==> src/rtl/array_ctrl_pkg.sv <==
// Shared types and helpers for the array sequencer slice.
package array_ctrl_pkg;

  typedef enum logic [2:0] {
    IDLE,
    CLEAR,
    COMPUTE,
    FLUSH,
    CAPTURE,
    DRAIN,
    DONE
  } seq_state_t;

  localparam int unsigned DEF_ARRAY_SIZE = 4;
  localparam int unsigned DEF_MASK_WIDTH = 4;

  // Ceiling log2 that never returns 0, so single-entry indices keep one bit.
  function automatic int unsigned clog2_min1(input int unsigned n);
    int unsigned r;
    r = 0;
    for (int unsigned i = 0; i < 32; i++) begin
      if ((64'd1 << i) < 64'(n)) r = i + 1;
    end
    return (r == 0) ? 1 : r;
  endfunction

endpackage

==> src/rtl/array_seq_cnt.sv <==
// Loadable up-counter with terminal-count flag, used for the beat, flush
// and drain counts of the array sequencer.
module array_seq_cnt #(
  parameter int unsigned WIDTH = 8
) (
  input  logic             clk,
  input  logic             rst_n,
  input  logic             clr,
  input  logic             en,
  input  logic [WIDTH-1:0] last,
  output logic [WIDTH-1:0] count,
  output logic             tc
);

  // Count up on enable; reset and clear both return to zero.
  always_ff @(posedge clk) begin
    if (!rst_n || clr) count <= '0;
    else if (en)       count <= count + WIDTH'(1);
  end

  assign tc = (count == last);

endmodule

==> src/rtl/array_sequencer.sv <==
// Tile sequencer for the sparse CELL_UNIT array: latch masks, clear,
// stream K beats, flush the result chain, capture, drain rows, done.
// Optional macro ARRAY_SEQ_ZERO_SKIP_EN: zero beats are consumed without
// a MAC enable and counted on skip_cnt.
module array_sequencer
  import array_ctrl_pkg::*;
#(
  parameter int unsigned ARRAY_SIZE = DEF_ARRAY_SIZE,
  parameter int unsigned MASK_WIDTH = DEF_MASK_WIDTH,
  parameter int unsigned K_WIDTH    = 8
) (
  input  logic                                    Clk,
  input  logic                                    Rst,
  input  logic                                    start,
  input  logic [K_WIDTH-1:0]                      k_len,
  input  logic [ARRAY_SIZE*ARRAY_SIZE*MASK_WIDTH-1:0] mask_in,
  output logic                                    busy,
  output logic                                    done,
  output logic                                    err_zero_len,
  input  logic                                    feed_valid,
  input  logic                                    feed_zero,
  output logic                                    feed_ready,
  output logic [ARRAY_SIZE*ARRAY_SIZE*MASK_WIDTH-1:0] cell_mask,
  output logic                                    Block_control,
  output logic                                    Control,
  output logic                                    ResultCapture,
  output logic                                    Direction,
  output logic                                    drain_valid,
  input  logic                                    drain_ready,
`ifdef ARRAY_SEQ_ZERO_SKIP_EN
  output logic [K_WIDTH-1:0]                      skip_cnt,
`endif
  output logic [clog2_min1(ARRAY_SIZE)-1:0]       drain_idx
);

  localparam int unsigned IW = clog2_min1(ARRAY_SIZE);

  seq_state_t         state;
  logic [K_WIDTH-1:0] k_len_q;
  logic               zero_len_q;
  logic               beat_fire;
  logic               beat_zero;
  logic               beat_tc;
  logic               flush_tc;
  logic               drain_fire;
  logic               drain_tc;
  logic               cnt_clr;
  logic [K_WIDTH-1:0] beat_cnt;
  logic [IW-1:0]      flush_cnt;
  logic               unused_sigs;

  assign busy       = (state != IDLE);
  assign beat_fire  = feed_ready & feed_valid;
  assign Control    = beat_fire & ~beat_zero;
  assign drain_fire = drain_valid & drain_ready;
  assign cnt_clr    = (state == CLEAR);

`ifdef ARRAY_SEQ_ZERO_SKIP_EN
  assign beat_zero   = feed_zero;
  assign unused_sigs = ^{beat_cnt, flush_cnt};

  // Count zero beats consumed in the current tile; held after done.
  always_ff @(posedge Clk) begin
    if (!Rst || cnt_clr)          skip_cnt <= '0;
    else if (beat_fire && beat_zero) skip_cnt <= skip_cnt + K_WIDTH'(1);
  end
`else
  assign beat_zero   = 1'b0;
  assign unused_sigs = ^{beat_cnt, flush_cnt, feed_zero};
`endif

  array_seq_cnt #(.WIDTH(K_WIDTH)) u_beat_cnt (
    .clk   (Clk),
    .rst_n (Rst),
    .clr   (cnt_clr),
    .en    (beat_fire),
    .last  (k_len_q - K_WIDTH'(1)),
    .count (beat_cnt),
    .tc    (beat_tc)
  );

  array_seq_cnt #(.WIDTH(IW)) u_flush_cnt (
    .clk   (Clk),
    .rst_n (Rst),
    .clr   (cnt_clr),
    .en    (state == FLUSH),
    .last  (IW'(ARRAY_SIZE - 2)),
    .count (flush_cnt),
    .tc    (flush_tc)
  );

  array_seq_cnt #(.WIDTH(IW)) u_drain_cnt (
    .clk   (Clk),
    .rst_n (Rst),
    .clr   (cnt_clr),
    .en    (drain_fire),
    .last  (IW'(ARRAY_SIZE - 1)),
    .count (drain_idx),
    .tc    (drain_tc)
  );

  // Tile control FSM with registered array control outputs.
  always_ff @(posedge Clk) begin
    if (!Rst) begin
      state         <= IDLE;
      k_len_q       <= '0;
      zero_len_q    <= 1'b0;
      cell_mask     <= '0;
      feed_ready    <= 1'b0;
      Block_control <= 1'b0;
      ResultCapture <= 1'b0;
      Direction     <= 1'b0;
      drain_valid   <= 1'b0;
      done          <= 1'b0;
      err_zero_len  <= 1'b0;
    end else begin
      case (state)
        IDLE: begin
          if (start) begin
            k_len_q       <= k_len;
            zero_len_q    <= (k_len == '0);
            cell_mask     <= mask_in;
            // Zero-length tiles still pass the CLEAR slot (with no clear)
            // so done lands two cycles after start.
            Block_control <= (k_len != '0);
            state         <= CLEAR;
          end
        end
        CLEAR: begin
          Block_control <= 1'b0;
          if (zero_len_q) begin
            done         <= 1'b1;
            err_zero_len <= 1'b1;
            state        <= DONE;
          end else begin
            feed_ready <= 1'b1;
            state      <= COMPUTE;
          end
        end
        COMPUTE: begin
          if (beat_fire && beat_tc) begin
            feed_ready <= 1'b0;
            state      <= FLUSH;
          end
        end
        FLUSH: begin
          if (flush_tc) begin
            ResultCapture <= 1'b1;
            state         <= CAPTURE;
          end
        end
        CAPTURE: begin
          ResultCapture <= 1'b0;
          Direction     <= 1'b1;
          drain_valid   <= 1'b1;
          state         <= DRAIN;
        end
        DRAIN: begin
          if (drain_fire && drain_tc) begin
            Direction   <= 1'b0;
            drain_valid <= 1'b0;
            done        <= 1'b1;
            state       <= DONE;
          end
        end
        DONE: begin
          done         <= 1'b0;
          err_zero_len <= 1'b0;
          state        <= IDLE;
        end
        default: state <= IDLE;
      endcase
    end
  end

endmodule

==> config.mk <==
export PLATFORM = sky130hd
export DESIGN_NAME = array_sequencer
export DESIGN_NICKNAME = d
export VERILOG_FILES = /design/src/rtl/array_ctrl_pkg.sv /design/src/rtl/array_seq_cnt.sv /design/src/rtl/array_sequencer.sv
export SDC_FILE = /design/constraint.sdc
export NUM_CORES = 1
export LEC_CHECK = 0
export BUFFER_PORTS_ARGS = -buffer_cell sky130_fd_sc_hd__buf_2
export CORE_MARGIN = 5
export CORE_UTILIZATION = 40
export CTS_BUF_LIST = sky130_fd_sc_hd__clkbuf_8
export CTS_CLUSTER_SIZE = 16
export DETAILED_ROUTE_END_ITERATION = 12
export GPL_TIMING_DRIVEN = 0
export MAX_ROUTING_LAYER = met4
export PLACE_DENSITY = 0.64
export SLEW_MARGIN = 20
export SYNTH_ARGS = -nofsm -noshare
export SYNTH_HDL_FRONTEND = slang
export SYNTH_HIERARCHICAL = 1
export SYNTH_SLANG_ARGS = --single-unit
==> constraint.sdc <==
create_clock -name Clk -period 2.4 [get_ports Clk]
set_clock_uncertainty 0.2 [all_clocks]
set_input_delay 0.24 -clock Clk [delete_from_list [all_inputs] [get_ports Clk]]
set_output_delay 0.24 -clock Clk [all_outputs]
set_load 0.1 [all_outputs]
==> out/qor.yml, run 1 <==
grtUsageTotal_pct: 20.9
ys_ff_latch: 94
post-synth-top-area-cell: "dfxtp_1"
grt_start_max_net_pins: 16
utilization_pct: 60.3
critPathLaunchType: "flip-flop"
worst-endpoint-required_ps: 2450
ioPinCount: 153
regArea_mm2: 0.00188
antenna_found_initial: 0
n_fill_cell: 899
core_area_mm2: 0.00973
postRouteAntennaNets: 0
multi_input_area_mm2: 0.00196
slew_viol_final: 0
drt_iter0_drc: 166
die_h_um: 110
critPathKind: "flip-flop to flip-flop"
max_cap_violations: 0
tightest_slew_ps: 580
first_global_vias: 4120
antenna_cells: 0
layoutNonFillerInstCount: 853
final-hold-violation-count: 0
postCtsSetupRepairBufs: 0
cts_tree: "done"
grt_pass1_wl_mm: 19.2
reg2reg_from: "k_len_q[0]$_SDFFE_PN0P_"
ys_seq_area_share_pct: 47.3
crit_fanout: 3
cts.clk_slew.worst_paths_ps: 90
vias: 4058
clock-sinks: 94
holdCritPathClass: "input port to flip-flop"
p_leak_nw: 2.63
synth-edff-count: 0
synthCells: 477
fp-row-count: 36
fin_crit_sh_pct: 92.0
numCtsBuffers: 9
fin_tns_setup_ps: 0
async_flop_share_pct: 0
io_buffers: 151
fmax_mhz: 453
vias_per_cell: 4.76
powerDensity_mw_per_mm2: 1120
hpwl_mm: 8.17
cts_htree_levels: 3
status: "finished, final reports clean"
synth.area.top_cells: "dfxtp_1 (47%), nand2_1 (15%), a21boi_1 (13%), xnor2_1 (2.6%), xor2_1 (2.4%)"
cp.arrival_ps: 2260
placed_cells: 763
hold_path_startpoint: "start"
drive_gt1_share_pct: 26.7
cts_buffer_depth: 2
syn-mean-instance-area_um2: 8.34
fin_crit_ps: 2210
vdd_drop_max_mv: 0.615
grt_overflow: 0
layout.nets: 795
start_util_pct: 40.9
yosysTopAreaCellShare_pct: 47.3
clock_latency_ps: 360
setup_ws_ps: 193
end_kind: "flip-flop"
synth_area_mm2: 0.00398
drt-pass1-iter-count: 5
dieArea_mm2: 0.0120
power_w: 0.00656
wl_per_cell_um: 14.1
dp_worst_setup_slack_ps: 160
worstSetupStartpoint: "k_len_q[0]$_SDFFE_PN0P_"
synthFlopType: "dfxtp_1"
area_delta_synth_final_pct: 47.4
setup_viol: 0
yosys_warnings: 6
maxSlewHeadroom_pct: 61.3
place_congestion: 0.861
synth_cell_type_count: 42
drt_wl_total_mm: 12.0
cts-root-buf: "clkbuf_8"
die_w_um: 110
drc_errors: 0
[per-layer routing]
| layer | global-route usage [%] | up-vias | wire length (um) |
|---|---|---|---|
| li1 | - | 2042 | - |
| met1 | 23.7 | 1874 | 5130 |
| met3 | 3.17 | 25 | 503 |
| met2 | 36.4 | 117 | 6080 |
| met5 | - | - | 0 |
| met4 | 9.17 | 0 | 297 |
[stage by stage]
step	hold slack, ps	cell area [um2]
2_1_floorplan	175	3990
3_3_place_gp	238	4910
3_5_place_dp	242	4910
4_1_cts	117	5850
5_1_grt	152	5870
6_report	130	5870
[flip-flops by register name (all words and copies together) (netlist names)]
signal and cells:
k_len_q 8, u_flush_cnt/count 2, feed_ready 1, zero_len_q 1, cell_mask 64, ResultCapture 1
Block_control 1, u_beat_cnt/count 8, drain_valid 1, done 1, err_zero_len 1, u_drain_cnt/count 2
state 3
[cells in the mapped netlist, types with 2 or more instances]
library cell	count
nor2_1	15
nand3b_1	4
xnor2_1	12
dfxtp_1	94
o21ai_0	8
a21boi_1	71
clkbuf_2	2
a21oi_2	2
nand2_1	154
or3_1	5
buf_2	13
and2_1	5
xor2_1	11
nand3_1	7
ha_1	2
nand4_1	5
a21oi_1	6
clkbuf_1	15
nor4_1	4
a21boi_0	4
conb_1	2
nor3_1	3
nand2b_1	4
inv_1	6
mux2i_1	2
nor2b_1	4
a21bo_1	2
[final timing paths]
kind,end,slack (ps),depth (start not counted)
worst max-delay path,feed_ready$_SDFFE_PN0P_,190,11
worst min-delay path,cell_mask[11]$_SDFFE_PN0P_,130,5
worst max register to register,feed_ready$_SDFFE_PN0P_,190,11
worst min register to register,cell_mask[12]$_SDFFE_PN0P_,250,2
[cell usage in the layout, fill, tap and decap left out, drive strengths merged, types with 8 or more instances in the layout]
cell type    instances
a21boi              75
a21oi                8
buf                165
clkbuf              27
dfxtp               94
dlygate4sd3         74
nand2              154
nor2                15
o21ai                8
xnor2               12
xor2                11
[critical path, cell delays in order (launching register included)]
cell and delay [ps]:
dfxtp_1 340, inv_1 110, ha_1 190, nand2_1 90, nor3_1 180, xor2_1 190
xnor2_1 130, nand4_1 90, nor2_1 160, nand2_1 80, o41ai_2 270, nor2_1 60
[repair_timing]
item,CTS,global route
hold endpoints to repair,75,0
resized for setup,0,4
hold buffers,74,0
endpoints found under the setup margin,0,2
[cells by family after synthesis]
group / count (synthesis) / share of synthesized area (%)
AND/OR/NAND/NOR: 215 / 23.7
other: 2 / 0.189
flip-flops: 94 / 47.3
buffers and inverters: 37 / 4.06
multiplexers: 2 / 0.503
XOR/XNOR: 23 / 5.06
AO/OA/AOI/OAI: 102 / 18.6
adder cells (fa/ha/maj): 2 / 0.629
[layout make-up]
cell class | count | share of cell area, %
Buffer | 31 | 2.39
Sequential cell | 94 | 32.1
Inverter | 6 | 0.384
Clock inverter | 6 | 1.07
Clock buffer | 10 | 2.35
Tap cell | 133 | 2.84
Timing Repair Buffer | 225 | 25.5
Multi-Input combinational cell | 348 | 33.4
[report_power, final]
| group | internal [W] | switching, W |
|---|---|---|
| Sequential | 0.00183 | 0.000184 |
| Combinational | 0.000773 | 0.00269 |
| Clock | 0.000507 | 0.000566 |
| Total | 0.00311 | 0.00344 |
Power figures use the tool's default switching activity.
==> run 2, diff against run 1 <==
--- a/config.mk
+++ b/config.mk
@@ -8,3 +8,3 @@
 export BUFFER_PORTS_ARGS = -buffer_cell sky130_fd_sc_hd__buf_2
-export CORE_MARGIN = 5
+export CORE_MARGIN = 10
 export CORE_UTILIZATION = 40
@@ -15,3 +15,3 @@
 export MAX_ROUTING_LAYER = met4
-export PLACE_DENSITY = 0.64
+export PLACE_DENSITY = 0.65
 export SLEW_MARGIN = 20
@@ -19,3 +19,2 @@
 export SYNTH_HDL_FRONTEND = slang
-export SYNTH_HIERARCHICAL = 1
 export SYNTH_SLANG_ARGS = --single-unit
==> constraint.sdc (replaced) <==
create_clock -name Clk -period 2.4 [get_ports Clk]
set_clock_uncertainty 0.2 [all_clocks]
set_input_delay 0.36 -clock Clk [delete_from_list [all_inputs] [get_ports Clk]]
set_output_delay 0.36 -clock Clk [all_outputs]
set_load 0.1 [all_outputs]
==> out/qor.yml, run 2 <==
critPathMaxStageDelay_ps: 520  # was 340 ps
fin_crit_sh_pct: 90.0  # was 92.0%
worst-endpoint-required_ps: 2440  # was 2450 ps
crit_fanout: 7  # was 3
antenna_found_initial: 0  # unchanged
yosysTopAreaCellShare_pct: 47.9  # was 47.3%
drive_gt1_share_pct: 28.3  # was 26.7%
synth_cell_type_count: 44  # was 42
fp-row-count: 36  # unchanged
path_buf_inv: 2  # was 1
crit_family: "compound AO/OA/AOI/OAI gates"  # was simple AND/OR/NAND/NOR gates
core_area_mm2: 0.00968  # was 0.00973 mm2
n_fill_cell: 978  # was 899
worst_path_max_delay_cell: "a2111oi_1"  # was dfxtp_1
critPathLaunchType: "flip-flop"  # unchanged
cts-root-buf: "clkbuf_8"  # unchanged
powerDensity_mw_per_mm2: 860  # was 1120 mW/mm2
ioPinCount: 153  # unchanged
postRouteAntennaNets: 0  # unchanged
end_kind: "flip-flop"  # unchanged
fin_crit_ps: 2160  # was 2210 ps
yosys_warnings: 0  # was 6
first_global_vias: 3743  # was 4,120
status: "finished, final reports clean"  # unchanged
grt_util_met1_pct: 18.9  # was 23.7%
clock_latency_ps: 350  # was 360 ps
syn-mean-instance-area_um2: 8.26  # was 8.34 um2
vias: 3711  # was 4,058
start_util_pct: 40.6  # was 40.9%
ys_seq_area_share_pct: 47.9  # was 47.3%
utilization_pct: 52.5  # was 60.3%
grt_busiest_layer: "met2"  # unchanged
cts.clk_slew.worst_paths_ps: 90  # about the same
synthCells: 476  # was 477
final_cell_mix: "nand2_1 (162), buf_2 (159), dfxtp_1 (93), a21boi_1 (74), clkbuf_1 (22)"  # was buf_2 (164), nand2_1 (154), dfxtp_1 (93), dlygate4sd3_1 (74), a21boi_1 (71)
grt_pass1_wl_mm: 18.4  # was 19.2 mm
area_delta_synth_final_pct: 29.4  # was 47.4%
p_leak_nw: 2.34  # was 2.63 nW
post-synth-top-count-cell: "nand2_1"  # unchanged
antenna_cells: 0  # unchanged
cts_htree_levels: 3  # unchanged
critPathKind: "flip-flop to flip-flop"  # unchanged
post-synth-top-area-cell: "dfxtp_1"  # unchanged
grtUsageTotal_pct: 16.2  # was 20.9%
top_register: "cell_mask"  # unchanged
drc_errors: 0  # unchanged
ctsHoldBuffers: 0  # was 74
wl_per_cell_um: 14.4  # was 14.1 um
clock-sinks: 94  # unchanged
vias_per_cell: 4.78  # was 4.76
tightest_slew_ps: 639  # was 580 ps
grt_start_max_net_pins: 15  # was 16
place_congestion: 0.807  # was 0.861
max_cap_violations: 0  # unchanged
hpwl_mm: 8.69  # was 8.17 mm
grt_util_met3_pct: 3.64  # was 3.17%
slew_viol_final: 0  # unchanged
final-hold-violation-count: 0  # unchanged
largest_register_ffs: 64  # unchanged
grt_overflow: 0  # unchanged
synth_area_mm2: 0.00393  # was 0.00398 mm2
vdd_drop_max_mv: 0.365  # was 0.615 mV
drt-pass1-iter-count: 4  # was 5
fmax_mhz: 463  # was 453 MHz
crit_chain: "buf_2 > inv_1 > ha_1 > o21bai_1 > a2111oi_1 > a311oi_2 > a31oi_1 > o21ai_1"  # was inv_1 > ha_1 > nand2_1 > nor3_1 > xor2_1 > xnor2_1 > nand4_1 > nor2_1 > nand2_1 > o41ai_2 > nor2_1
ctsResizeCount: 0  # unchanged
cp.arrival_ps: 2200  # was 2260 ps
dieArea_mm2: 0.0142  # was 0.0120 mm2
cts_buffer_depth: 2  # unchanged
ys_top_cells_by_count: "nand2_1 (162), dfxtp_1 (94), a21boi_1 (74)"  # was nand2_1 (154), dfxtp_1 (94), a21boi_1 (71)
layout_commonest_cell: "nand2_1"  # was buf_2
synth.area.top_cells: "dfxtp_1 (48%), nand2_1 (15%), a21boi_1 (14%), clkbuf_1 (2.1%), xor2_1 (2.0%)"  # was dfxtp_1 (47%), nand2_1 (15%), a21boi_1 (13%), xnor2_1 (2.6%), xor2_1 (2.4%)
cts_tree: "done"  # unchanged
drt_wl_total_mm: 11.2  # was 12.0 mm
holdCritPathClass: "input port to flip-flop"  # unchanged
postCtsSetupRepairBufs: 0  # unchanged
setup_viol: 0  # unchanged
synth-edff-count: 0  # unchanged
numCtsBuffers: 9  # unchanged
ys_ff_latch: 94  # unchanged
maxSlewHeadroom_pct: 57.4  # was 61.3%
drt_iter0_drc: 198  # was 166
die_w_um: 119  # was 110 um
async_flop_share_pct: 0  # unchanged
largestRegisters: "cell_mask x64, k_len_q x8, u_beat_cnt.count x8"  # was cell_mask x64, k_len_q x8, u_beat_cnt/count x8
synthFlopType: "dfxtp_1"  # unchanged
die_h_um: 119  # was 110 um
io_buffers: 151  # unchanged
rsz0062_at_grt: "false"
fin_tns_setup_ps: 0  # unchanged
layout.nets: 720  # was 795
met2_usage_pct: 26.8  # was 36.4%
syn_nets: 558
-- run 2: changes by cell type after synthesis, sizes merged, moves of 3 or more --
cell and delta:
xnor2 -5, and3 +3, nor2 +4, or3 -5, nand4 -5, nand3b -3, nand2 +8, nor3b +4
buf -5, clkbuf +5
-- run 2: final timing paths --
| kind | end | slack, ps | depth (start not counted) | startpoint |
|---|---|---|---|---|
| max | feed_ready$_SDFFE_PN0P_ | 240 | 8 | k_len_q[0]$_SDFFE_PN0P_ |
| min | cell_mask[10]$_SDFFE_PN0P_ | 30 | 3 | mask_in[10] |
| max reg2reg | feed_ready$_SDFFE_PN0P_ | 240 | 8 | k_len_q[0]$_SDFFE_PN0P_ |
| min reg2reg | cell_mask[30]$_SDFFE_PN0P_ | 250 | 2 | cell_mask[30]$_SDFFE_PN0P_ |
-- run 2: worst register-to-register path: stages (launching register included) --
cell	delay [ps]
dfxtp_1	310
buf_2	160
inv_1	60
ha_1	270
o21bai_1	180
a2111oi_1	520
a311oi_2	80
a31oi_1	190
o21ai_1	80
-- run 2: cell type report --
type	count	area, um2	share of cell area (%)
Multi-Input combinational cell	344	1890	37.2
Sequential cell	94	1880	37.0
Timing Repair Buffer	151	756	14.9
Tap cell	133	166	3.27
Clock buffer	12	165	3.25
Buffer	31	130	2.56
Clock inverter	4	68.8	1.35
Inverter	7	26.3	0.516
-- run 2: logic make-up after synthesis --
kind of cell,share of synthesized area (%)
adder cells (fa/ha/maj),1.27
XOR/XNOR,3.56
AND/OR/NAND/NOR,23.5
AO/OA/AOI/OAI,19.9
buffers and inverters,3.98
flip-flops,47.9
-- run 2: report_power, final --
group / total (W) / switching [W] / internal (W)
clock: 0.00121 / 0.000542 / 0.000668
sequential: 0.00175 / 0.0000732 / 0.00168
combinational: 0.00141 / 0.00112 / 0.000292
-- run 2: per-layer routing --
layer,wire (um),vias up
met4,136,0
met5,0,-
met2,5420,87
met3,549,11
met1,5070,1724
li1,-,1889
-- run 2: metrics by stage --
step | total power [W] | cell area, um2 | worst slack, ps | std cells | hold WS (ps)
finish | 0.00438 | 5090 | 241 | 776 | 29.3
global route | 0.00459 | 5090 | 68.6 | 776 | 14.0
CTS | 0.00442 | 5090 | 229 | 776 | 9.91
detailed placement | 0.00322 | 4850 | 246 | 760 | 242
global placement | 0.00320 | 4850 | 353 | 760 | 237
floorplan | 0.00292 | 3930 | 199 | 476 | 247
==> run 3, diff against run 2 <==
CORE_UTILIZATION = 32   (was 40)
PLACE_DENSITY = 0.53   (was 0.65)
==> out/qor.yml, run 3 (synthesis results as in run 2) <==
status: "finished, final reports clean"  # unchanged
layoutNonFillerInstCount: 837  # was 776
postCtsSetupRepairBufs: 0  # unchanged
crit_fanout: 7  # unchanged
r2r-end: "feed_ready$_SDFFE_PN0P_"  # unchanged
ctsHoldBuffers: 47  # was 0
end_kind: "flip-flop"  # unchanged
tightest_slew_ps: 544  # was 639 ps
setup_viol: 0  # unchanged
reg2reg_slack_ps: 200  # was 240 ps
vias_per_cell: 4.65  # was 4.78
endpoint: "feed_ready$_SDFFE_PN0P_"  # unchanged
cts_htree_levels: 3  # unchanged
drt_wl_total_mm: 12.3  # was 11.2 mm
fmax_mhz: 454  # was 463 MHz
critPathKind: "flip-flop to flip-flop"  # unchanged
ioPinCount: 153  # unchanged
io_buffers: 151  # unchanged
worstSetupStartpoint: "k_len_q[0]$_SDFFE_PN0P_"  # unchanged
fin_crit_sh_pct: 91.8  # was 90.0%
layout_commonest_cell: "nand2_1"  # unchanged
antenna_found_initial: 0  # unchanged
dieArea_mm2: 0.0171  # was 0.0142 mm2
postRouteAntennaNets: 0  # unchanged
die_w_um: 131  # was 119 um
critPathLaunchType: "flip-flop"  # unchanged
multi_input_area_mm2: 0.00189  # unchanged
placed_cells: 774  # was 760
worst-endpoint-required_ps: 2460  # was 2440 ps
final_cell_mix: "nand2_1 (162), buf_2 (159), dfxtp_1 (93), a21boi_1 (74), dlygate4sd3_1 (47)"  # was nand2_1 (162), buf_2 (159), dfxtp_1 (93), a21boi_1 (74), clkbuf_1 (22)
reg2reg_depth: 8  # unchanged
rsz0062_at_grt: "false"  # unchanged
largestRegisters: "cell_mask x64, k_len_q x8, u_beat_cnt.count x8"  # unchanged
drt_iter0_drc: 138  # was 198
regArea_mm2: 0.00188  # unchanged
start_util_pct: 32.7  # was 40.6%
numCtsBuffers: 9  # unchanged
holdCritPathClass: "input port to flip-flop"  # unchanged
place_congestion: 0.800  # was 0.807
drive_gt1_share_pct: 26.5  # was 28.3%
die_h_um: 131  # was 119 um
antenna_cells: 0  # unchanged
cts_buffer_depth: 2  # unchanged
worst_path_max_delay_cell: "a2111oi_1"  # unchanged
maxSlewHeadroom_pct: 63.7  # was 57.4%
wl_per_cell_um: 14.7  # was 14.4 um
grt_overflow: 0  # unchanged
critPathMaxStageDelay_ps: 540  # was 520 ps
fin_crit_ps: 2200  # was 2160 ps
layout.nets: 767  # was 720
n_fill_cell: 1216  # was 978
drt-pass1-iter-count: 4  # unchanged
power_w: 0.00436  # was 0.00438 W
core_area_mm2: 0.0120  # was 0.00968 mm2
drc_errors: 0  # unchanged
grt_start_max_net_pins: 16  # was 15
cts-root-buf: "clkbuf_8"  # unchanged
fp-row-count: 40  # was 36
clock-sinks: 94  # unchanged
p_leak_nw: 2.52  # was 2.34 nW
reg2reg_from: "k_len_q[0]$_SDFFE_PN0P_"  # unchanged
hpwl_mm: 9.15  # was 8.69 mm
largest_register_ffs: 64  # unchanged
crit_chain: "buf_2 > inv_1 > ha_1 > o21bai_1 > a2111oi_1 > a311oi_2 > a31oi_1 > o21ai_1"  # unchanged
vdd_drop_max_mv: 0.540  # was 0.365 mV
fin_tns_setup_ps: 0  # unchanged
cp.arrival_ps: 2260  # was 2200 ps
powerDensity_mw_per_mm2: 785  # was 860 mW/mm2
final-hold-violation-count: 0  # unchanged
clock_latency_ps: 370  # was 350 ps
vias: 3890  # was 3,711
first_global_vias: 3958  # was 3,743
top_register: "cell_mask"  # unchanged
slew_viol_final: 0  # unchanged
grtUsageTotal_pct: 15.0  # was 16.2%
cts.clk_slew.worst_paths_ps: 90  # about the same
ctsResizeCount: 0  # unchanged
area_delta_synth_final_pct: 41.2  # was 29.4%
max_cap_violations: 0  # unchanged
cts_tree: "done"  # unchanged
grt_pass1_wl_mm: 19.7  # was 18.4 mm
==> run 3: worst min-delay path by stage <==
stage / start / endpoint / cells past startpoint
detailed placement: cell_mask[50]$_SDFFE_PN0P_ / cell_mask[50]$_SDFFE_PN0P_ / 2
floorplan: k_len_q[7]$_SDFFE_PN0P_ / k_len_q[7]$_SDFFE_PN0P_ / 2
CTS: mask_in[6] / cell_mask[6]$_SDFFE_PN0P_ / 3
finish: mask_in[16] / cell_mask[16]$_SDFFE_PN0P_ / 3
global placement: cell_mask[50]$_SDFFE_PN0P_ / cell_mask[50]$_SDFFE_PN0P_ / 2
global route: mask_in[63] / cell_mask[63]$_SDFFE_PN0P_ / 3
==> run 3: worst max-delay path: cells and delay by family (launching register included) <==
kind | cells | cell delay (ps)
AOI/OAI and AO/OA | 5 | 1080
adders and majority gates | 1 | 270
buffers and inverters | 2 | 230
DFF | 1 | 310
==> run 3: layer usage <==
layer  share of wire, %  wire (um)  global-route usage [%]
met3                7.2        891                    5.88
met4                1.6        200                    4.58
met1                 44       5390                    16.5
met2                 47       5820                    24.6
met5                  0          0                       -
==> run 3: power by group <==
group          switching, W  internal [W]  leakage [nW]
sequential        0.0000742       0.00168         0.769
clock              0.000577      0.000539         0.106
combinational       0.00114      0.000342          1.64
==> run 3: through the flow <==
stage	setup slack [ps]	instance area (um2)	hold WS, ps	utilization, %
after global routing	139	5550	8.14	46.2
after detailed placement	243	4870	244	40.6
after CTS	220	5550	0.133	46.2
final	196	5550	17.9	46.2
after global placement	339	4870	238	40.6
after floorplan	199	3930	247	-
==> run 3: area by class of cell <==
cell class / count / area share (%)
clock inverter: 5 / 1.01
timing repair buffer: 198 / 22.1
inverter: 7 / 0.473
tap: 147 / 3.31
sequential: 94 / 33.9
buffer: 31 / 2.34
multi-input combinational: 344 / 34.1
clock buffer: 11 / 2.73
